===== src/rtl/rect_overlay_gen.sv =====
// rect_overlay_gen: draws NUM_RECTS programmable rectangles through a
// writable palette. Rectangle edits go to a shadow set and are committed
// to the active set on each v_sync rising edge. Three-stage pixel pipeline;
// sync and draw_area are delayed to line up with the RGB output.
module rect_overlay_gen #(
  parameter int NUM_RECTS   = 8,
  parameter int COORD_W     = 12,
  parameter int PAL_BITS    = 4,
  parameter int BLINK_DIV_W = 5,
  localparam int ADDR_W     = (NUM_RECTS > 1) ? $clog2(NUM_RECTS) : 1,
  localparam int CFG_W      = 4 * COORD_W + 2 * PAL_BITS + 2
) (
  input  logic               pixclk,
  input  logic               reset,
  input  logic [COORD_W-1:0] x,
  input  logic [COORD_W-1:0] y,
  input  logic               h_sync,
  input  logic               v_sync,
  input  logic               draw_area,
  input  logic               cfg_we,
  input  logic [ADDR_W-1:0]  cfg_addr,
  input  logic [CFG_W-1:0]   cfg_data,
  input  logic               pal_we,
  input  logic [PAL_BITS-1:0] pal_addr,
  input  logic [23:0]        pal_data,
  output logic [7:0]         red,
  output logic [7:0]         green,
  output logic [7:0]         blue,
  output logic               h_sync_o,
  output logic               v_sync_o,
  output logic               draw_area_o,
  output logic               blink_phase
);

  localparam int PAL_DEPTH = 2 ** PAL_BITS;

  logic                   vs_prev_reg;
  logic [BLINK_DIV_W-1:0] frame_cnt_reg;
  logic                   frame_edge;
  logic [NUM_RECTS-1:0]   hit_vec;
  logic [PAL_BITS-1:0]    idx_vec [NUM_RECTS];
  logic [PAL_BITS-1:0]    idx_s2_reg;
  logic [PAL_BITS-1:0]    idx_s2_next;
  logic [23:0]            rgb_s3_reg;
  logic [23:0]            pal_reg [PAL_DEPTH];
  logic [2:0]             hs_dly_reg;
  logic [2:0]             vs_dly_reg;
  logic [2:0]             da_dly_reg;

  // A frame starts on the first cycle v_sync is seen high
  assign frame_edge  = v_sync & ~vs_prev_reg;
  assign blink_phase = frame_cnt_reg[BLINK_DIV_W-1];

  // Edge detector and frame counter that drives the blink phase
  always_ff @(posedge pixclk) begin
    if (reset) begin
      vs_prev_reg   <= 1'b0;
      frame_cnt_reg <= '0;
    end else begin
      vs_prev_reg <= v_sync;
      if (frame_edge) begin
        frame_cnt_reg <= frame_cnt_reg + BLINK_DIV_W'(1);
      end
    end
  end

  for (genvar gi = 0; gi < NUM_RECTS; gi++) begin : g_rect
    logic [CFG_W-1:0]    shadow_reg;
    logic [CFG_W-1:0]    active_reg;
    logic                hit_s1_reg;
    logic [PAL_BITS-1:0] idx_s1_reg;
    logic                en;
    logic                blink;
    logic [PAL_BITS-1:0] on_idx;
    logic [PAL_BITS-1:0] off_idx;
    logic [COORD_W-1:0]  x0;
    logic [COORD_W-1:0]  x1;
    logic [COORD_W-1:0]  y0;
    logic [COORD_W-1:0]  y1;
    logic                hit_now;

    assign {en, blink, on_idx, off_idx, x0, x1, y0, y1} = active_reg;
    // Inclusive unsigned bounds; an inverted range simply never matches
    assign hit_now = en && (x >= x0) && (x <= x1) && (y >= y0) && (y <= y1);

    // Shadow takes CPU writes; active copies the old shadow at frame start,
    // so a write landing on the boundary cycle waits for the next frame
    always_ff @(posedge pixclk) begin
      if (reset) begin
        shadow_reg <= '0;
        active_reg <= '0;
      end else begin
        if (frame_edge) begin
          active_reg <= shadow_reg;
        end
        if (cfg_we && (cfg_addr == ADDR_W'(gi))) begin
          shadow_reg <= cfg_data;
        end
      end
    end

    // S1: per-rectangle hit flag and blink-selected palette index
    always_ff @(posedge pixclk) begin
      if (reset) begin
        hit_s1_reg <= 1'b0;
        idx_s1_reg <= '0;
      end else begin
        hit_s1_reg <= hit_now;
        idx_s1_reg <= (blink && blink_phase) ? off_idx : on_idx;
      end
    end

    assign hit_vec[gi] = hit_s1_reg;
    assign idx_vec[gi] = idx_s1_reg;
  end

  // Lowest-index hit wins; background index 0 when nothing hits
  always_comb begin
    idx_s2_next = '0;
    for (int i = NUM_RECTS - 1; i >= 0; i--) begin
      if (hit_vec[i]) begin
        idx_s2_next = idx_vec[i];
      end
    end
  end

  // S2: register the winning palette index
  always_ff @(posedge pixclk) begin
    if (reset) begin
      idx_s2_reg <= '0;
    end else begin
      idx_s2_reg <= idx_s2_next;
    end
  end

  function automatic logic [23:0] pal_init(input int i);
    case (i)
      0:       return 24'h000000;
      1:       return 24'hDB203E;
      2:       return 24'h4D191B;
      3:       return 24'hA8B043;
      4:       return 24'h2B3314;
      5:       return 24'hFFA900;
      6:       return 24'h472812;
      7:       return 24'hFFFFFF;
      default: return 24'h7F7F7F;
    endcase
  endfunction

  // Palette storage; reload defaults on reset, otherwise take writes
  always_ff @(posedge pixclk) begin
    if (reset) begin
      for (int i = 0; i < PAL_DEPTH; i++) begin
        pal_reg[i] <= pal_init(i);
      end
    end else if (pal_we) begin
      pal_reg[pal_addr] <= pal_data;
    end
  end

  // S3: palette lookup (sees pre-write contents) gated by aligned draw_area
  always_ff @(posedge pixclk) begin
    if (reset) begin
      rgb_s3_reg <= '0;
    end else begin
      rgb_s3_reg <= da_dly_reg[1] ? pal_reg[idx_s2_reg] : 24'h000000;
    end
  end

  // Three-stage delay of the timing signals to match the pixel pipeline
  always_ff @(posedge pixclk) begin
    if (reset) begin
      hs_dly_reg <= '0;
      vs_dly_reg <= '0;
      da_dly_reg <= '0;
    end else begin
      hs_dly_reg <= {hs_dly_reg[1:0], h_sync};
      vs_dly_reg <= {vs_dly_reg[1:0], v_sync};
      da_dly_reg <= {da_dly_reg[1:0], draw_area};
    end
  end

  assign {red, green, blue} = rgb_s3_reg;
  assign h_sync_o           = hs_dly_reg[2];
  assign v_sync_o           = vs_dly_reg[2];
  assign draw_area_o        = da_dly_reg[2];

endmodule


===== config.mk =====
export PLATFORM = sky130hd
export DESIGN_NAME = rect_overlay_gen
export DESIGN_NICKNAME = d
export VERILOG_FILES = /design/src/rtl/rect_overlay_gen.sv
export SDC_FILE = /design/constraint.sdc
export NUM_CORES = 2
export LEC_CHECK = 0
export BUFFER_PORTS_ARGS = -buffer_cell sky130_fd_sc_hd__buf_2
export CAP_MARGIN = 15
export CELL_PAD_IN_SITES_DETAIL_PLACEMENT = 0
export CELL_PAD_IN_SITES_GLOBAL_PLACEMENT = 1
export CORE_ASPECT_RATIO = 1.4
export CORE_MARGIN = 2
export CORE_UTILIZATION = 40
export DETAILED_ROUTE_END_ITERATION = 7
export PLACE_DENSITY_LB_ADDON = 0.05
export SYNTH_ARGS = -nofsm -noshare
export SYNTH_HDL_FRONTEND = slang
export SYNTH_SLANG_ARGS = --single-unit

===== constraint.sdc =====
create_clock -name pixclk -period 4 [get_ports pixclk]
set_clock_uncertainty 0.1 [all_clocks]
set_input_delay 0.8 -clock pixclk [delete_from_list [all_inputs] [get_ports pixclk]]
set_output_delay 0.8 -clock pixclk [all_outputs]
set_load 0.005 [all_outputs]

==> impl_metrics.env <==
export IMPL_status="finished, final reports clean"
export IMPL_drt_initial_drc_count=2817
export IMPL_synth_compound_area_share=0.113
export IMPL_wirelength_mm=202
export IMPL_globalplace_congestion=0.869
export IMPL_synth_cells=6728
export IMPL_synthFlopType="dfxtp_1"
export IMPL_drt_first_pass_iters=5
export IMPL_setup_viol=0
export IMPL_cts_setup_buffers=0
export IMPL_grt_max_degree=198
export IMPL_setup_tns_final_ps=0
export IMPL_fp_coreArea_sq_um=152000
export IMPL_wl_met2_mm=105
export IMPL_worstSetupStartpointType="input port"
export IMPL_clk_latency_ps=800
export IMPL_fill_cells=14900
export IMPL_die_area_sq_um=156000
export IMPL_multi_input_area_sq_um=26100
export IMPL_cts_buffers=146
export IMPL_grt_first_pass_wirelength_mm=301
export IMPL_cts_hold_buffers_added=0
export IMPL_synthAdderAreaFrac=0.0789
export IMPL_critical_path_required_ps=4610
export IMPL_clk_pin_slew_ps=60
export IMPL_period_minus_slack_ps=2820
export IMPL_cp_max_fo=16
export IMPL_placementRows=169
export IMPL_combPwrFrac=0.070
export IMPL_synthMuxAreaShare=0.0443
export IMPL_swShare=0.246
export IMPL_cts_tree="yes"
export IMPL_antenna_found_initial=19
export IMPL_cts_resized=0
export IMPL_syn_mean_instance_area_sq_um=9.08
export IMPL_hold_viol_final=0
export IMPL_worstSetupPathType="input port to flip-flop"
export IMPL_htree_levels=4
export IMPL_synthDistinctLibCells=48
export IMPL_ys_seq_area_frac=0.520
export IMPL_relSlewSlack=0.259
export IMPL_ant_nets=0
export IMPL_io_buffers=147
export IMPL_synth_top_family_by_area="simple AND/OR/NAND/NOR gates"
export IMPL_synth_warnings=0
export IMPL_rsz0062_at_grt="false"
export IMPL_drive_above_1_share=0.100
export IMPL_clkPwrFrac=0.444
export IMPL_routedWlPerCell_um=23.0
export IMPL_maxCapViolations=0
export IMPL_viasPerCell=5.27
export IMPL_final_common_cell="nand2_1"
export IMPL_peakVddDrop_v=0.000345
export IMPL_synth_xor_area_share=0.000574
export IMPL_dp_hpwl_mm=133
export IMPL_worst_pin_slew_ps=1110
export IMPL_fin_nets=7200
export IMPL_p_switching_mw=7.58
export IMPL_synth_ff_latch_count=1394
export IMPL_overflow=0
export IMPL_p_leak_nw=22.9
export IMPL_cp_arrival_ps=3430
export IMPL_holdPathStages=2
export IMPL_cts_root_buf="clkbuf_16"
export IMPL_highest_layer="met5"
export IMPL_grt_total_usage=0.258
export IMPL_clock_sinks=1394
export IMPL_period_share=0.706
export IMPL_synth_simple_area_share=0.188
export IMPL_intPower_mw=23.3
export IMPL_io_pins=148
export IMPL_clk_path_buf_depth=3
export IMPL_die_x_um=334
export IMPL_final_max_slew_viol_count=0
export IMPL_num_vias=46200
export IMPL_synth_nets=7233
export IMPL_final_seq_area_sq_um=31800
export IMPL_p_per_area_nw_per_um2=448
export IMPL_wl_met3_mm=6.80
export IMPL_fmax_ghz=0.354
export IMPL_area_growth_pct=12.7
export IMPL_wirelength_met1_mm=83.6
export IMPL_pwr_share_seq=0.486
export IMPL_synth_async_reset_ratio=0
export IMPL_synth_enable_flop_cells=384
export IMPL_hold_class="input port to flip-flop"
export IMPL_end_kind="flip-flop"
export IMPL_holdWs_ps=124
export IMPL_die_h_um=466
export IMPL_final_cell_mix="nand2_1 (1948), a21oi_1 (1087), dfxtp_1 (1007), ha_1 (385), edfxtp_1 (384)"
export IMPL_synth_area_sq_um=61100
export IMPL_grt_pass1_vias=45400
export IMPL_r2r_cells=8
export IMPL_start_util=0.403
export IMPL_drc=0
synth_stat cells (8+ instances only):
cell,n,share of area
a31oi_1,8,0.00082
or2_1,91,0.0093
buf_4,8,0.00098
o21a_1,9,0.0011
buf_2,27,0.0022
nand3_1,65,0.0053
nand2b_1,32,0.0033
buf_1,33,0.0020
o211ai_1,21,0.0026
edfxtp_1,384,0.19
o21ai_1,26,0.0021
dfxtp_1,1010,0.33
clkbuf_2,31,0.0025
nand4_1,56,0.0057
nor4_1,16,0.0016
mux4_2,120,0.044
a21o_1,23,0.0028
or3_1,163,0.017
nand2_1,1952,0.12
clkbuf_1,388,0.024
a2111oi_0,19,0.0027
o21ai_0,33,0.0027
nor2b_1,44,0.0045
ha_1,385,0.079
nor2_1,78,0.0048
inv_1,373,0.023
o2111ai_1,10,0.0014
nor3_1,40,0.0033
a21oi_1,1087,0.089
and2_1,114,0.012
o31ai_1,9,0.0011
a211oi_1,29,0.0036
power groups by stage:
stage / sequential, mW / clock [mW] / combinational (mW)
5_1_grt: 15.0 / 14.6 / 2.36
4_1_cts: 15.0 / 14.0 / 2.19
3_3_place_gp: 15.3 / 0 / 2.16
6_report: 15.0 / 13.7 / 2.16
3_5_place_dp: 15.3 / 0 / 2.18
2_1_floorplan: 15.3 / 0 / 1.21
worst max-delay path: stages:
cell	delay [ps]
buf_2	490
ha_1	370
a21oi_1	170
a21oi_1	110
a2111oi_2	740
o211ai_1	300
buf_4	220
a211oi_1	190
metrics by stage:
stage	utilization	worst slack [ps]	power [mW]	instance area, sq um	std cells
after global placement	0.423	-668	17.4	64100	8512
final	0.454	1180	30.8	68800	8783
after floorplan	-	767	16.5	61100	6728
after global routing	0.454	1090	31.9	68800	8777
after detailed placement	0.423	341	17.5	64100	8513
after CTS	0.454	1170	31.2	68800	8773
kinds of logic (layout without fill, tap and decap cells):
kind of cell	after synthesis	after routing
flops	1394	1394
xor+xnor	4	4
buf+inv	866	945
fa+ha+maj	385	385
compound gates	1297	1297
other cells	0	10
simple gates	2662	2662
mux	120	120
worst paths after layout:
kind / end / startpoint / slack (ps)
min: hs_dly_reg[0]$_SDFF_PP0_ / h_sync / 120
max reg2reg: g_rect[7].hit_s1_reg$_SDFF_PP0_ / g_rect[7].active_reg[10]$_SDFFE_PP0P_ / 1240
max: g_rect[7].hit_s1_reg$_SDFF_PP0_ / y[7] / 1180
min reg2reg: g_rect[6].active_reg[48]$_SDFFE_PP0P_ / g_rect[6].shadow_reg[48]$_SDFFE_PP0P_ / 340
routing by layer:
| metal | up-vias | GRT usage |
|---|---|---|
| li1 | 22500 | - |
| met1 | 22600 | 0.311 |
| met2 | 845 | 0.473 |
| met3 | 302 | 0.0322 |
| met4 | 14 | 0.0875 |
| met5 | - | 0 |
cell type report:
cell class              count  share of cell area
clock inverters            52             0.00758
flip-flops and latches   1394               0.461
clock buffers             208              0.0610
inverters                 373              0.0203
multi-input cells        4468               0.379
well taps                1966              0.0357
repair buffers            312              0.0344
diodes                     10            0.000363
No activity file was read; power rests on OpenSTA's default activity.
